$ cat src/rtl/rgb565_gray_packer_if.sv
// Pixel-in / packed-word-out stream bundle for rgb565_gray_packer.
// master drives pixels and word ready; slave is the packer itself.
interface rgb565_gray_packer_if #(
  parameter int unsigned FIFO_DEPTH = 8
);
  localparam int unsigned CW = $clog2(FIFO_DEPTH) + 1;

  logic          pixelValid;
  logic [15:0]   pixel;
  logic          lastInLine;
  logic          pixelReady;
  logic          wordValid;
  logic [31:0]   wordData;
  logic [3:0]    wordByteEn;
  logic          wordReady;
  logic [CW-1:0] fifoCount;

  modport master (
    output pixelValid, pixel, lastInLine, wordReady,
    input  pixelReady, wordValid, wordData, wordByteEn, fifoCount
  );

  modport slave (
    input  pixelValid, pixel, lastInLine, wordReady,
    output pixelReady, wordValid, wordData, wordByteEn, fifoCount
  );
endinterface

$ cat src/rtl/rgb565_gray_packer.sv
// RGB565 -> 8-bit gray conversion, packing of four gray bytes per 32-bit word,
// and a small word FIFO drained over a valid/ready handshake.
module rgb565_gray_packer #(
  parameter int unsigned FIFO_DEPTH = 8
) (
  input  logic                clock,
  input  logic                resetn,
  input  logic                clear,
  rgb565_gray_packer_if.slave bus
);
  localparam int unsigned AW = $clog2(FIFO_DEPTH);
  localparam int unsigned CW = AW + 1;
  localparam int unsigned EW = 36;

  // Shift-add luma approximation; worst case 245 so the low byte never overflows
  function automatic logic [7:0] to_gray(input logic [15:0] p);
    logic [9:0] r8, g8, b8, sum;
    r8  = {2'b00, p[15:11], 3'b000};
    g8  = {2'b00, p[10:5], 2'b00};
    b8  = {2'b00, p[4:0], 3'b000};
    sum = (r8 >> 3) + (r8 >> 4) + (r8 >> 6) + (r8 >> 7)
        + (g8 >> 1) + (g8 >> 3) + (g8 >> 4) + (g8 >> 5)
        + (b8 >> 4) + (b8 >> 7) + (b8 >> 8);
    return 8'(sum);
  endfunction

  logic          s1_valid_q, s1_valid_d;
  logic [7:0]    s1_gray_q, s1_gray_d;
  logic          s1_last_q, s1_last_d;
  logic [1:0]    idx_q, idx_d;
  logic [31:0]   bytes_q, bytes_d;
  logic [3:0]    be_q, be_d;
  logic [AW-1:0] wr_q, wr_d, rd_q, rd_d;
  logic [CW-1:0] count_q, count_d;
  logic          ready_q, ready_d;
  logic [EW-1:0] mem_q [FIFO_DEPTH];

  logic          pixel_ready_c;
  logic          word_valid_c;
  logic          accept_c, push_c, pop_c;
  logic [EW-1:0] push_entry_c;
  logic [EW-1:0] head_c;

  assign pixel_ready_c  = ready_q & ~clear;
  assign word_valid_c   = (count_q != '0);
  assign accept_c       = bus.pixelValid & pixel_ready_c;
  assign head_c         = mem_q[rd_q];

  assign bus.pixelReady = pixel_ready_c;
  assign bus.wordValid  = word_valid_c;
  assign bus.wordData   = head_c[31:0];
  assign bus.wordByteEn = head_c[35:32];
  assign bus.fifoCount  = count_q;

  // Next-state: stage-1 capture, packer, FIFO bookkeeping; clear overrides all
  always_comb begin
    s1_valid_d   = accept_c;
    s1_gray_d    = to_gray(bus.pixel);
    s1_last_d    = bus.lastInLine;
    idx_d        = idx_q;
    bytes_d      = bytes_q;
    be_d         = be_q;
    push_c       = 1'b0;
    push_entry_c = '0;
    pop_c        = word_valid_c & bus.wordReady;

    if (s1_valid_q) begin
      bytes_d[{idx_q, 3'b000} +: 8] = s1_gray_q;
      be_d[idx_q]                   = 1'b1;
      if (idx_q == 2'd3 || s1_last_q) begin
        push_c       = 1'b1;
        push_entry_c = {be_d, bytes_d};
        idx_d        = 2'd0;
        bytes_d      = '0;
        be_d         = '0;
      end else begin
        idx_d = idx_q + 2'd1;
      end
    end

    if (clear) begin
      s1_valid_d = 1'b0;
      idx_d      = 2'd0;
      bytes_d    = '0;
      be_d       = '0;
      push_c     = 1'b0;
      pop_c      = 1'b0;
    end

    wr_d = push_c ? wr_q + AW'(1) : wr_q;
    rd_d = pop_c  ? rd_q + AW'(1) : rd_q;
    case ({push_c, pop_c})
      2'b10:   count_d = count_q + CW'(1);
      2'b01:   count_d = count_q - CW'(1);
      default: count_d = count_q;
    endcase
    if (clear) begin
      wr_d    = '0;
      rd_d    = '0;
      count_d = '0;
    end

    // Two words may still be in flight behind an accepted pixel
    ready_d = (count_d <= CW'(FIFO_DEPTH - 2));
  end

  always_ff @(posedge clock or negedge resetn) begin
    if (!resetn) begin
      s1_valid_q <= 1'b0;
      s1_gray_q  <= '0;
      s1_last_q  <= 1'b0;
      idx_q      <= '0;
      bytes_q    <= '0;
      be_q       <= '0;
      wr_q       <= '0;
      rd_q       <= '0;
      count_q    <= '0;
      ready_q    <= 1'b0;
    end else begin
      s1_valid_q <= s1_valid_d;
      s1_gray_q  <= s1_gray_d;
      s1_last_q  <= s1_last_d;
      idx_q      <= idx_d;
      bytes_q    <= bytes_d;
      be_q       <= be_d;
      wr_q       <= wr_d;
      rd_q       <= rd_d;
      count_q    <= count_d;
      ready_q    <= ready_d;
    end
  end

  // Word storage; zeroed on reset so the head reads 0 while empty
  always_ff @(posedge clock or negedge resetn) begin
    if (!resetn) begin
      for (int i = 0; i < int'(FIFO_DEPTH); i++) mem_q[i] <= '0;
    end else if (push_c) begin
      mem_q[wr_q] <= push_entry_c;
    end
  end
endmodule

$ cat src/flat_wrapper.sv
// flat-port wrapper written by rule: the top's interface ports become plain ports
module rgb565_gray_packer_flat 
#(
  parameter int unsigned FIFO_DEPTH = 8
)
  (clock, resetn, clear, bus_pixelValid, bus_pixel, bus_lastInLine, bus_wordReady, bus_pixelReady, bus_wordValid, bus_wordData, bus_wordByteEn, bus_fifoCount);
  rgb565_gray_packer_if #(.FIFO_DEPTH(FIFO_DEPTH)) bus_i ();
  input  logic clock;
  input  logic resetn;
  input  logic clear;
  input wire logic [$bits(bus_i.pixelValid)-1:0] bus_pixelValid;
  input wire logic [$bits(bus_i.pixel)-1:0] bus_pixel;
  input wire logic [$bits(bus_i.lastInLine)-1:0] bus_lastInLine;
  input wire logic [$bits(bus_i.wordReady)-1:0] bus_wordReady;
  output wire logic [$bits(bus_i.pixelReady)-1:0] bus_pixelReady;
  output wire logic [$bits(bus_i.wordValid)-1:0] bus_wordValid;
  output wire logic [$bits(bus_i.wordData)-1:0] bus_wordData;
  output wire logic [$bits(bus_i.wordByteEn)-1:0] bus_wordByteEn;
  output wire logic [$bits(bus_i.fifoCount)-1:0] bus_fifoCount;
  assign bus_i.pixelValid = bus_pixelValid;
  assign bus_i.pixel = bus_pixel;
  assign bus_i.lastInLine = bus_lastInLine;
  assign bus_i.wordReady = bus_wordReady;
  assign bus_pixelReady = bus_i.pixelReady;
  assign bus_wordValid = bus_i.wordValid;
  assign bus_wordData = bus_i.wordData;
  assign bus_wordByteEn = bus_i.wordByteEn;
  assign bus_fifoCount = bus_i.fifoCount;
  rgb565_gray_packer #(.FIFO_DEPTH(FIFO_DEPTH)) u_core (.clock(clock), .resetn(resetn), .clear(clear), .bus(bus_i));
endmodule
$ cat config.mk
export PLATFORM = sky130hd
export DESIGN_NAME = rgb565_gray_packer_flat
export DESIGN_NICKNAME = d
export VERILOG_FILES = /design/src/rtl/rgb565_gray_packer_if.sv /design/src/rtl/rgb565_gray_packer.sv /design/src/flat_wrapper.sv
export SDC_FILE = /design/constraint.sdc
export NUM_CORES = 1
export LEC_CHECK = 0
export CORE_MARGIN = 1
export CORE_UTILIZATION = 30
export CTS_BUF_LIST = sky130_fd_sc_hd__clkbuf_2
export DETAILED_ROUTE_END_ITERATION = 10
export REMOVE_ABC_BUFFERS = 1
export SLEW_MARGIN = 20
export SYNTH_ARGS = -nofsm -noshare
export SYNTH_HDL_FRONTEND = slang
export SYNTH_SLANG_ARGS = --single-unit
$ cat constraint.sdc
create_clock -name clock -period 3.6 [get_ports clock]
set_input_delay 0.9 -clock clock [delete_from_list [all_inputs] [get_ports clock]]
set_output_delay 0.9 -clock clock [all_outputs]
set_load 0.01 [all_outputs]
==> results of run 1 <==
[power by group]
part	leakage [µW]	switching, µW	internal (µW)
sequential	0.00476	180	3990
clock	0.000659	1610	1220
combinational	0.00413	784	877
total	0.00955	2570	6080
[critical path, delay by kind of cell, from the launching register on]
| family | cells | cell delay (ns) |
|---|---|---|
| multiplexers | 2 | 0.76 |
| buffers and inverters | 4 | 0.56 |
| flip-flops | 1 | 0.53 |
[cell families after synthesis]
family / Yosys count / share of synthesized area
and+or+nand+nor: 167 / 0.0490
muxes: 365 / 0.295
DFF: 347 / 0.520
xor gates and xnor gates: 13 / 0.00682
buffers and inverters: 124 / 0.0313
AOI/OAI and AO/OA: 136 / 0.0521
adders and majority gates: 49 / 0.0457
[path summary, 6_finish.rpt]
path | startpoint | end | depth (start not counted)
setup / recovery | u_core.rd_q[0] | bus_wordData[30] | 6
hold / removal | bus_lastInLine | u_core.s1_last_q | 1
setup reg to reg | u_core.idx_q[0] | u_core.ready_q | 9
hold reg to reg | u_core.mem_q[107] | u_core.mem_q[107] | 2
max in group asynchronous | resetn | u_core.mem_q[264] | 3
min in group asynchronous | resetn | u_core.s1_last_q | 2
[repair_timing]
| item | 4_1_cts | 5_1_grt |
|---|---|---|
| pin swaps | 17 | 15 |
| cloned | 9 | 0 |
| resized for setup | 255 | 26 |
| hold buffers | 1 | 0 |
| hold endpoints to repair | 73 | 0 |
| endpoints found under the setup margin | 42 | 40 |
| buffers inserted | 21 | 3 |
[routing by layer]
layer / up-vias / routed length [µm] / global-route usage
li1: 4715 / - / -
met1: 5405 / 18600 / 0.197
met2: 183 / 20300 / 0.250
met3: 63 / 1330 / 0.0271
met4: 0 / 748 / 0.0467
met5: - / 0 / 0
[flip-flops by register name (all words and copies together), names as in the netlist, 2 cells and up]
name and cells:
u_core.rd_q 3, u_core.wr_q 3, u_core.s1_gray_q 8, u_core.be_q 4
u_core.mem_q 288, u_core.bytes_q 32, u_core.idx_q 2, u_core.bus.fifoCount 4
[area by class of cell]
type / count / area (µm²) / area share
multi-input combinational: 730 / 7770 / 0.385
antenna: 2 / 5.00 / 0.000248
timing repair buffer: 146 / 1760 / 0.0873
clock buffer: 137 / 686 / 0.0339
tap: 748 / 936 / 0.0463
inverter: 50 / 188 / 0.00929
clock inverter: 21 / 164 / 0.00811
sequential: 347 / 8690 / 0.430
[cells in the mapped netlist, types with 9 or more instances]
master    count
a21oi_1      41
a22o_1       33
buf_2        46
clkbuf_1     22
dfrtp_1     347
fa_1         20
ha_1         29
inv_1        49
mux2_2      287
mux4_2       72
nand2_1      42
nor2_1       57
nor2b_1      34
o21ai_0      32
xor2_1        9
[through the flow]
stage               utilization  TNS [ns]  power (µW)  instances
global route              0.368     -6.41        9180       2181
detailed placement        0.337     -8.05        5550       1990
global placement          0.337     -7.74        5520       1990
floorplan                     -    -44.67        4940       1127
finish                    0.368     -1.31        8650       2181
CTS                       0.367     -6.13        8770       2179
==> out/results.tsv, run 1 <==
stage	metric	value	unit
outcome	status	complete, but fails checks	
outcome	failed_checks	negative setup slack	
timing	period_needed	3.70	ns
floorplanning	die_y	238	µm
setup_path	cp.arrival	2.80	ns
timing	finClkSkew	0.0732	ns
layout	fin_nets	1437	
placement	hpwlAfterDp	23.8	mm
synth	synth_edf_count	0	
global_routing	grt_usage	0.150	
setup_path	crit_path_max_incr_delay	0.53	ns
timing	fmax	0.270	GHz
clock_network	clk_path_buf_depth	3	
timing	period_share	1.03	
timing	whs	0.375	ns
detailed_routing	wl_per_cell	18.8	µm
placement	port-buffer-count	62	
synth	synth.distinct_cells	46	
floorplanning	die_x	238	µm
floorplanning	std_cell_rows	86	
layout	area_growth	21.1	%
synth	ys_seq_elements	347	
synth	postSynth.asyncResetShare	1.00	
floorplanning	coreArea	55000	µm²
floorplanning	io_pins	64	
setup_path	critical_path_class	reg2out	
synth	synth_area_leader_cell	dfrtp_1	
placement	placed_cell_area	18600	µm²
min_path	hold_path.class	in2reg	
clock_network	root_buffer	clkbuf_2	
layout	final_common_cell	dfrtp_1	
detailed_routing	drc	0	
clock_network	path_clk_slew	0.11	ns
synth	netlist_area	16700	µm²
clock_network	htree_levels	3	
run	maxCapViolCount	0	
detailed_routing	detail-route-antenna-nets	0	
synth	synth_ff_type	dfrtp_1	
setup_path	endpoint_kind	output port	
setup_path	slowest_stage	dfrtp_4	
layout	fill_cells	5317	
clock_network	tritoncts	built	
detailed_routing	via_count	10400	
timing	maxSlewViolCount	0	
synth	synthTopCellsByArea	dfrtp_1, mux2_2, mux4_2, fa_1, ha_1	
setup_path	cp_max_fo	7	
timing	tightest_slew	0.974	ns
setup_path	crit_required	2.70	ns
detailed_routing	dr.pass1.iters	5	
timing	finalHoldViolations	0	
clock_network	insertion_delay	0.95	ns
floorplanning	start_util	0.304	
setup_path	cp_common_cell	buf_12	
setup_path	cp-start-kind	register	
timing	finalWorstSetupSlack	-0.100	ns
layout	drive_above_1_share	0.461	
global_routing	antenna_found_initial	2	
placement	post-place-ws	-1.42	ns
synth	synth_top_area_frac	0.520	
clock_network	clock_sinks	347	
detailed_routing	wl	41.0	mm
global_routing	grt_pass1_vias	11400	
global_routing	grt_overflow	0	
timing	slew_headroom	0.344	
power	power_density	428	nW/µm²
power	leakage	0.00955	µW
synth	synth.avg_cell_area	13.9	µm²
setup_path	path_cells	buf_12, buf_12, buf_16, mux4_2, mux2_4, buf_6	
global_routing	grt_pass1_wl	65.5	mm
floorplanning	dieArea	56600	µm²
layout	final_cell_mix	dfrtp_1, mux2_2, clkbuf_2, mux4_2, nor2_1	
synth	synthCells	1201	
power	ir_drop	314	µV
layout	final_area	20200	µm²
timing	rsz0062_at_grt	yes	
synth	ys_seq_area_frac	0.520	
global_routing	grt_max_degree	97	
synth	yosys_warnings	0	
clock_network	cts_buffers	91	
detailed_routing	drt-initial-drc-count	641	
placement	gp_congestion	0.734	
detailed_routing	viasPerCell	4.75	
timing	setup_viol	29	
setup_path	reg2reg_setup_slack	0.47	ns
Note: power is estimated with default switching activity, not from simulation.
==> inputs of run 2 (changes only) <==
--- a/config.mk
+++ b/config.mk
@@ -5,12 +5,13 @@
 export SDC_FILE = /design/constraint.sdc
 export NUM_CORES = 1
 export LEC_CHECK = 0
+export CAP_MARGIN = 30
 export CORE_MARGIN = 1
 export CORE_UTILIZATION = 30
 export CTS_BUF_LIST = sky130_fd_sc_hd__clkbuf_2
 export DETAILED_ROUTE_END_ITERATION = 10
 export REMOVE_ABC_BUFFERS = 1
-export SLEW_MARGIN = 20
+export SLEW_MARGIN = 15
 export SYNTH_ARGS = -nofsm -noshare
 export SYNTH_HDL_FRONTEND = slang
 export SYNTH_SLANG_ARGS = --single-unit
==> results of run 2 <==
No change in the layout: final DEF, timing and power equal those of run 1.
==> inputs of run 3 (changes only) <==
--- a/config.mk
+++ b/config.mk
@@ -5,12 +5,14 @@
 export SDC_FILE = /design/constraint.sdc
 export NUM_CORES = 1
 export LEC_CHECK = 0
+export ABC_AREA = 1
 export CAP_MARGIN = 30
 export CORE_MARGIN = 1
 export CORE_UTILIZATION = 30
 export CTS_BUF_LIST = sky130_fd_sc_hd__clkbuf_2
 export DETAILED_ROUTE_END_ITERATION = 10
 export REMOVE_ABC_BUFFERS = 1
+export SKIP_CTS_REPAIR_TIMING = 1
 export SLEW_MARGIN = 15
 export SYNTH_ARGS = -nofsm -noshare
 export SYNTH_HDL_FRONTEND = slang
==> run 3 against run 2 <==
The flow finishes with violations (negative hold slack, negative setup slack). Non-clock buffer count unchanged. Sequential share of layout area rose by 1.7 points. Cell count grew 26%. Routed wire length is 13% higher. Core utilization is 0.92 points lower. First-iteration DRC count rose by 55%. Via count rose by 33%. Clock power is 7.4% lower. Worst hold slack lost 0.40 ns.
==> out/results.tsv, run 3 <==
stage	metric	value	unit
power	p_total	8370	µW
clock_network	root_buffer	clkbuf_2	
synth	yosysMostFrequentCell	nand2_1	
timing	finalWorstSetupSlack	-0.0538	ns
timing	period_share	1.01	
placement	gp_congestion	0.790	
layout	final_util	0.358	
synth	postSynth.asyncResetShare	1.00	
timing	finalHoldViolations	16	
layout	largest_reg_flops	288	
setup_path	cp.arrival	2.75	ns
synth	synth.avg_cell_area	8.85	µm²
layout	final_cell_mix	nand2_1, dfrtp_1, o21ai_1, clkbuf_2, o21ai_0	
synth	ys_seq_elements	347	
layout	fin_cells	2749	
power	leakage	0.00907	µW
synth	netlist_area	16600	µm²
floorplanning	die_y	237	µm
power	ir_drop	253	µV
synth	synth_area_leader_cell	dfrtp_1	
global_routing	grt_usage	0.158	
layout	seq_area	8690	µm²
layout	top_register	u_core.mem_q	
detailed_routing	wl	46.1	mm
global_routing	grt_max_degree	105	
detailed_routing	viasPerCell	5.02	
placement	hpwlAfterDp	26.4	mm
detailed_routing	wl_per_cell	16.8	µm
global_routing	antenna_found_initial	1	
placement	post-place-ws	-1.23	ns
run	maxCapViolCount	0	
synth	ys_seq_area_frac	0.524	
detailed_routing	wl_met3	2.59	mm
synth	synthCells	1873	
timing	rsz0062_at_grt	yes	
detailed_routing	top_layer_used	met4	
outcome	failed_checks	negative hold slack, negative setup slack	
setup_path	endpoint_kind	output port	
detailed_routing	dr.pass1.iters	5	
timing	finClkSkew	0.0779	ns
synth	synth_ff_type	dfrtp_1	
global_routing	grt_pass1_wl	71.2	mm
floorplanning	die_x	237	µm
clock_network	insertion_delay	1.01	ns
setup_path	path_cells	clkbuf_16, buf_8, clkbuf_16, o21ai_0, o22ai_2, nand2_1, nand2_2, buf_6	
timing	maxSlewViolCount	0	
setup_path	crit_path_max_incr_delay	0.60	ns
floorplanning	io_pins	64	
detailed_routing	drt-initial-drc-count	993	
layout	reg_top3	u_core.mem_q (288), u_core.bytes_q (32), u_core.s1_gray_q (8)	
layout	final_common_cell	nand2_1	
timing	period_needed	3.65	ns
layout	fin_nets	2062	
clock_network	clk_path_buf_depth	3	
placement	port-buffer-count	62	
synth	synth_edf_count	0	
outcome	status	complete, but fails checks	
power	power_density	431	nW/µm²
global_routing	grt_pass1_vias	13400	
detailed_routing	dr_wl_met2	21.7	mm
clock_network	path_clk_slew	0.11	ns
detailed_routing	wl_met1	20.8	mm
floorplanning	dieArea	56200	µm²
floorplanning	start_util	0.306	
detailed_routing	drc	0	
setup_path	critical_path_class	reg2out	
synth	synth.distinct_cells	34	
setup_path	r2r_cells	13	
placement	dp_cells	2564	
setup_path	crit_required	2.70	ns
clock_network	cts_buffers	91	
setup_path	cp_max_fo	8	
synth	synthTopCellsByCount	nand2_1, dfrtp_1, o21ai_1	
synth	yosys_warnings	0	
global_routing	grt_overflow	0	
timing	setup_viol	8	
layout	fill_cells	5586	
setup_path	cp_common_cell	clkbuf_16	
synth	synth_top_area_frac	0.524	
min_path	hold_path.class	in2async	
clock_network	tritoncts	built	
timing	slew_headroom	0.366	
floorplanning	std_cell_rows	85	
timing	tightest_slew	0.951	ns
detailed_routing	via_count	13800	
setup_path	slowest_stage	dfrtp_4	
layout	area_growth	17.2	%
timing	fmax	0.274	GHz
synth	synthTopCellsByArea	dfrtp_1, nand2_1, o21ai_1, mux2i_1, o21ai_0	
layout	drive_above_1_share	0.140	
timing	whs	-0.0273	ns
layout	multi_input_area	7000	µm²
floorplanning	coreArea	54200	µm²
setup_path	cp-start-kind	register	
detailed_routing	detail-route-antenna-nets	0	
clock_network	clock_sinks	347	
clock_network	htree_levels	3	
[run 3: cell types whose count changed in the layout (fill, tap and decap cells not counted), moves of 35 or more]
cell	change
nand2_1	+439
o21ai_1	+298
mux2_2	-252
o22ai_1	+92
o21ai_0	+84
mux4_2	-72
mux2i_1	+66
nor2_1	+64
inv_1	+52
buf_6	-35
mux2_4	-35
[run 3: cell families after synthesis]
group           count (synthesis)  share of synthesized area
buf+inv                       224                     0.0601
simple gates                  635                      0.151
compound gates                537                      0.170
flops                         347                      0.524
mux                            72                     0.0435
fa+ha+maj                      49                     0.0460
xor+xnor                        9                    0.00475
[run 3: where the power goes]
part | switching [µW] | internal (µW)
registers | 51.3 | 3980
logic | 960 | 777
clock network | 1600 | 1000
[run 3: final cells by class]
cell class,instances,share of cell area
timing repair buffer,146,0.0879
antenna,1,0.000129
clock inverter,15,0.00303
tap,696,0.0448
sequential,347,0.447
multi-input combinational,1302,0.360
clock buffer,139,0.0358
inverter,103,0.0205
[run 3: critical path: cells and delay by family (launching register included)]
kind | cells | cell delay, ns
AND/OR/NAND/NOR | 2 | 0.17
buffers and inverters | 4 | 0.62
AO/OA/AOI/OAI | 2 | 0.35
flip-flops | 1 | 0.60
[run 3: worst paths after layout]
kind / from / endpoint / slack (ns)
setup / recovery: u_core.rd_q[0] / bus_wordData[1] / -0.05
hold / removal: resetn / u_core.mem_q[277] / -0.03
setup reg to reg: u_core.idx_q[0] / u_core.ready_q / 0.97
hold reg to reg: u_core.mem_q[36] / u_core.mem_q[36] / 0.49
max in group asynchronous: resetn / u_core.mem_q[108] / 2.69
min in group clock: bus_lastInLine / u_core.s1_last_q / 0.46
[run 3: per-stage QoR]
step	instance area, µm²	TNS (ns)
finish	19400	-0.199
global placement	18100	-7.09
floorplan	16000	-97.56
CTS	18800	-22.49
detailed placement	18100	-7.43
global route	19400	-1.18
[run 3: metal layers]
layer | up-vias | GRT usage
met1 | 6716 | 0.211
met2 | 462 | 0.257
li1 | 6544 | -
met3 | 77 | 0.0248
met5 | - | 0
met4 | 0 | 0.0612
